`src/rtl/data_cache.sv`:
```
// Direct-mapped, write-through, no-write-allocate data cache with line refill
// from a one-word-per-ack backing memory and saturating read hit/miss counters.
module data_cache #(
  parameter int INDEX_BITS  = 4,
  parameter int OFFSET_BITS = 2
) (
  input  logic        clock,
  input  logic        reset,
  input  logic        cpu_req,
  input  logic        cpu_we,
  input  logic [31:0] cpu_addr,
  input  logic [31:0] cpu_wdata,
  output logic [31:0] cpu_rdata,
  output logic        cpu_busy,
  output logic        cpu_done,
  output logic        mem_req,
  output logic        mem_we,
  output logic [31:0] mem_addr,
  output logic [31:0] mem_wdata,
  input  logic        mem_ack,
  input  logic [31:0] mem_rdata,
  output logic [31:0] hit_count,
  output logic [31:0] miss_count
);
  localparam int LINES = 1 << INDEX_BITS;
  localparam int WORDS = 1 << OFFSET_BITS;
  localparam int AW    = INDEX_BITS + OFFSET_BITS;
  localparam int TAG_W = 32 - AW;

  typedef enum logic [1:0] {IDLE, REFILL, WRITE, RESPOND} state_t;
  state_t state, state_nx;

  logic [LINES-1:0]       valid;
  logic [TAG_W-1:0]       tags  [LINES];
  logic [31:0]            words [LINES*WORDS];
  logic [31:0]            laddr, ldata;
  logic                   lhit;
  logic [OFFSET_BITS-1:0] beat;

  logic [INDEX_BITS-1:0]  req_idx, l_idx;
  logic [AW-1:0]          req_word, l_word;
  logic                   lookup_hit, last_beat;
  logic                   latch, cnt_hit, cnt_miss, refill_ack, write_ack;

  function automatic logic [31:0] sat_inc(input logic [31:0] v);
    return (v == 32'hFFFF_FFFF) ? v : v + 32'd1;
  endfunction

  assign req_idx    = cpu_addr[AW-1:OFFSET_BITS];
  assign req_word   = cpu_addr[AW-1:0];
  assign l_idx      = laddr[AW-1:OFFSET_BITS];
  assign l_word     = laddr[AW-1:0];
  assign lookup_hit = valid[req_idx] && (tags[req_idx] == cpu_addr[31:AW]);
  assign last_beat  = (beat == OFFSET_BITS'(WORDS - 1));

  always_comb begin
    state_nx   = state;
    cpu_busy   = 1'b0;
    cpu_done   = 1'b0;
    cpu_rdata  = '0;
    mem_req    = 1'b0;
    mem_we     = 1'b0;
    mem_addr   = '0;
    mem_wdata  = '0;
    latch      = 1'b0;
    cnt_hit    = 1'b0;
    cnt_miss   = 1'b0;
    refill_ack = 1'b0;
    write_ack  = 1'b0;
    case (state)
      IDLE: begin
        if (cpu_req) begin
          if (cpu_we) begin
            cpu_busy = 1'b1;
            latch    = 1'b1;
            state_nx = WRITE;
          end else if (lookup_hit) begin
            cpu_done  = 1'b1;
            cpu_rdata = words[req_word];
            cnt_hit   = 1'b1;
          end else begin
            cpu_busy = 1'b1;
            latch    = 1'b1;
            cnt_miss = 1'b1;
            state_nx = REFILL;
          end
        end
      end
      REFILL: begin
        cpu_busy   = 1'b1;
        mem_req    = 1'b1;
        mem_addr   = {laddr[31:OFFSET_BITS], beat};
        refill_ack = mem_ack;
        if (mem_ack && last_beat) state_nx = RESPOND;
      end
      WRITE: begin
        cpu_busy  = 1'b1;
        mem_req   = 1'b1;
        mem_we    = 1'b1;
        mem_addr  = laddr;
        mem_wdata = ldata;
        write_ack = mem_ack;
        if (mem_ack) state_nx = RESPOND;
      end
      RESPOND: begin
        cpu_done  = 1'b1;
        cpu_rdata = words[l_word];
        state_nx  = IDLE;
      end
      default: state_nx = IDLE;
    endcase
    // Outputs and side effects are forced quiet the moment reset asserts,
    // independent of the clock.
    if (!reset) begin
      cpu_busy   = 1'b0;
      cpu_done   = 1'b0;
      cpu_rdata  = '0;
      mem_req    = 1'b0;
      mem_we     = 1'b0;
      mem_addr   = '0;
      mem_wdata  = '0;
      latch      = 1'b0;
      cnt_hit    = 1'b0;
      cnt_miss   = 1'b0;
      refill_ack = 1'b0;
      write_ack  = 1'b0;
    end
  end

  always_ff @(posedge clock or negedge reset) begin
    if (!reset) begin
      state      <= IDLE;
      valid      <= '0;
      beat       <= '0;
      hit_count  <= '0;
      miss_count <= '0;
    end else begin
      state <= state_nx;
      if (cnt_hit) hit_count <= sat_inc(hit_count);
      if (cnt_miss) begin
        miss_count <= sat_inc(miss_count);
        beat       <= '0;
      end
      if (refill_ack) begin
        beat <= beat + 1'b1;
        if (last_beat) valid[l_idx] <= 1'b1;
      end
    end
  end

  // Request latch and line storage carry no reset; valid bits guard their use.
  always_ff @(posedge clock) begin
    if (latch) begin
      laddr <= cpu_addr;
      ldata <= cpu_wdata;
      lhit  <= lookup_hit;
    end
    if (refill_ack) begin
      words[{l_idx, beat}] <= mem_rdata;
      if (last_beat) tags[l_idx] <= laddr[31:AW];
    end
    if (write_ack && lhit) words[l_word] <= ldata;
  end

endmodule

```
`config.mk`:
```
export PLATFORM = sky130hd
export DESIGN_NAME = data_cache
export DESIGN_NICKNAME = d
export VERILOG_FILES = /design/src/rtl/data_cache.sv
export SDC_FILE = /design/constraint.sdc
export NUM_CORES = 2
export LEC_CHECK = 0
export CORE_ASPECT_RATIO = 0.5
export CORE_MARGIN = 4
export CORE_UTILIZATION = 34
export CTS_CLUSTER_SIZE = 24
export DETAILED_ROUTE_END_ITERATION = 10
export MAX_ROUTING_LAYER = met4
export SYNTH_ARGS = -nofsm -noshare
export SYNTH_HDL_FRONTEND = slang
export SYNTH_SLANG_ARGS = --single-unit
```
`constraint.sdc`:
```
create_clock -name clock -period 12.7 [get_ports clock]
set_input_delay 2.54 -clock clock [delete_from_list [all_inputs] [get_ports clock]]
set_output_delay 2.54 -clock clock [all_outputs]
set_load 0.01 [all_outputs]
```
==> impl_metrics.py <==
metrics = {
    "run_status": {
        "outcome": "complete, but fails checks",
        "violations": "max-capacitance violations, max-slew violations",
    },
    "placement": {
        "dp_cells": 9916,
        "gp_congestion": 0.804,
        "dp_hpwl_um": 211000,
        "post_dp_cell_area_um2": 126000,
        "io_buffers": 264,
    },
    "hold_path": {
        "worstHoldPathType": "reg2reg",
        "min_from": "valid[6]",
    },
    "timing": {
        "worst_slew_pin_slew_ns": 1.51,
        "clock_skew_ns": 0.0702,
        "setup_violations": 0,
        "final_max_slew_viol_count": 17,
        "period_share_pct": 79.9,
        "final-hold-violation-count": 0,
        "tns_ns": 0,
        "period_needed_ns": 10.15,
        "slew-limit-headroom_pct": -0.558,
        "fmax_mhz": 98.6,
        "rsz0062_at_grt": "no",
    },
    "route": {
        "routed-via-count": 62700,
        "drc": 0,
        "wl_per_cell_um": 36.1,
        "drt_iter0_drc": 9070,
        "dr.pass1.iters": 6,
        "totalWireLength_um": 375000,
        "vias_per_cell": 6.04,
        "final_antenna_net_count": 0,
    },
    "layout": {
        "mostFrequentLayoutCells": "edfxtp_1, mux4_2, clkbuf_16, clkdlybuf4s50_1, buf_4",
        "final_common_cell": "edfxtp_1",
        "final_nets": 5673,
        "area_delta_synth_final_pct": 14.6,
        "final_cells": 10400,
        "design_area_um2": 135000,
        "drive_gt1_share_pct": 36.9,
    },
    "setup_path": {
        "cp.required_ns": 10.16,
        "endpoint_kind": "primary output",
        "worst_r2r_startpoint": "state[0]",
        "start_kind": "input pin",
        "crit_path_start": "cpu_addr[3]",
        "critical_path_arrival_ns": 7.61,
        "crit_type": "in2out",
        "cp_max_fo": 71,
    },
    "floorplanning": {
        "die_area_um2": 355000,
        "num_io_pins": 265,
        "placementRows": 152,
        "core_region_area_um2": 343000,
        "die_h_um": 424,
        "die_w_um": 839,
        "start_util_pct": 34.2,
    },
    "synthesis": {
        "synthArstFlopShare_pct": 3.21,
        "synth_area_um2": 117000,
        "synth_ff_type": "edfxtp_1",
        "synthesis.nets": 5363,
        "avgSynthCellArea_um2": 22.4,
        "synth_edf_count": 2529,
        "ys_seq_area_share_pct": 66.6,
        "synth_warnings": 0,
        "synth_seq_cells": 2619,
        "netlist_instances": 5255,
        "yosysUniqueCellTypes": 66,
    },
    "global_route": {
        "antenna_found_initial": 10,
        "grt_pass1_vias": 62800,
        "grt_pass1_wl_um": 519000,
        "grtUsageTotal_pct": 21.4,
        "grt_max_degree": 134,
        "grt-ovfl-total": 0,
    },
    "cts": {
        "cts.reportedPaths.clkPinSlew_ns": 0.06,
        "cts.hold.buffers_added": 0,
        "cts_root_buf": "clkbuf_16",
        "cts_tree": "yes",
        "clock-sinks": 2619,
        "clock_latency_ns": 0.87,
        "cts_setup_buffers": 0,
        "cts_max_path_buffers": 4,
        "post_cts_resized": 0,
        "h-tree-depth": 5,
        "cts_buffers": 266,
    },
    "power": {
        "ir_drop_uv": 106,
        "p_leak_nw": 41.6,
        "power_density_nw_per_um2": 148,
    },
    "job": {
        "max-cap-violations": 1,
    },
}
==> stage by stage <==
stage / hold WS, ns / util, % / power [W] / worst slack [ns]
floorplan: 0.434 / - / 0.0115 / 4.73
global placement: 0.447 / 36.8 / 0.0125 / 2.57
detailed placement: 0.450 / 36.8 / 0.0125 / 2.51
CTS: 0.465 / 39.2 / 0.0201 / 2.52
global route: 0.487 / 39.2 / 0.0206 / 2.26
finish: 0.461 / 39.2 / 0.0200 / 2.55
==> area by class of cell <==
type | count | area [µm²]
clock buffer | 335 | 7160
inverter | 24 | 103
timing repair buffer | 427 | 4110
antenna | 12 | 30.0
clock inverter | 114 | 961
tap | 4620 | 5780
fill | 30300 | 209000
sequential | 2619 | 78200
multi-input combinational | 2227 | 38300
==> sequential cells by signal, summed over array words and instances, names as in the netlist, 2 cells and up, named ones only <==
| signal | flops |
|---|---|
| beat | 2 |
| words | 2048 |
| valid | 16 |
| ldata | 32 |
| miss_count | 32 |
| laddr | 32 |
| tags | 416 |
| hit_count | 32 |
| state | 2 |
==> logic make-up after synthesis <==
group | count (synthesis) | synth area share, %
compound gates | 119 | 0.814
mux | 1563 | 28.5
xor+xnor | 89 | 0.664
buf+inv | 409 | 1.41
fa+ha+maj | 7 | 0.0746
simple gates | 449 | 2.00
flops | 2619 | 66.6
==> critical path, stage by stage <==
cell and delay, ns:
buf_8 0.62, buf_4 0.54, mux2i_1 0.13, a22oi_1 0.27, nand2_1 0.13, a311oi_1 0.43, o2111ai_1 0.27, nor4_4 0.54
nand4_2 0.48, nor3_4 0.28, buf_4 0.39, a31o_2 0.24, clkdlybuf4s50_1 0.54
==> Yosys cell counts (all sizes together) (2+ instances only) <==
cell	instances	area (µm²)
or3	2	12.5
a22oi	15	113
a31o	33	289
dfrtp	84	2100
dfxtp	6	120
and2	54	338
nor3	31	176
mux4	1417	31900
nor3b	2	15.0
ha	7	87.6
xor2	62	543
nor2b	9	56.3
clkbuf	243	912
and3	42	263
nor2	108	405
edfxtp	2529	75900
nor4	23	159
inv	24	90.1
a221oi	4	35.0
a311oi	3	26.3
o31ai	2	15.0
mux2	65	732
buf	142	653
xnor2	27	236
a21oi	10	50.1
and4	8	70.1
a31oi	2	12.5
a22o	2	17.5
o21ai	12	60.1
nand3b	3	22.5
nand2	73	274
or2	21	131
mux2i	81	811
nand4	15	100
nand2b	18	113
o211a	14	140
a2111oi	2	17.5
o2111ai	4	52.6
nand3	37	185
o22ai	5	31.3
==> where the power goes <==
part / switching, W / total, W / internal, W
Sequential: 0.000102 / 0.00973 / 0.00962
Combinational: 0.00148 / 0.00262 / 0.00114
Clock: 0.00333 / 0.00763 / 0.00430
==> per-layer routing <==
metal  up-vias  track usage [%]  share of wire, %
met2      3404             33.8                49
met3       732             3.32               8.3
met4         0             7.65               4.2
li1      23800                -                 -
met1     34800             28.3                39
met5         -                -                 0
==> final timing paths <==
| check | to | slack, ns | cells after the start |
|---|---|---|---|
| worst min register to register | valid[6] | 0.46 | 1 |
| worst max-delay path | cpu_rdata[2] | 2.55 | 13 |
| worst max register to register | words[4][18] | 6.87 | 8 |
| min in group asynchronous | miss_count[29] | 1.68 | 1 |
| max in group asynchronous | miss_count[8] | 10.05 | 2 |
| worst min-delay path | valid[6] | 0.46 | 1 |
Note: power is estimated with default switching activity, not from simulation.
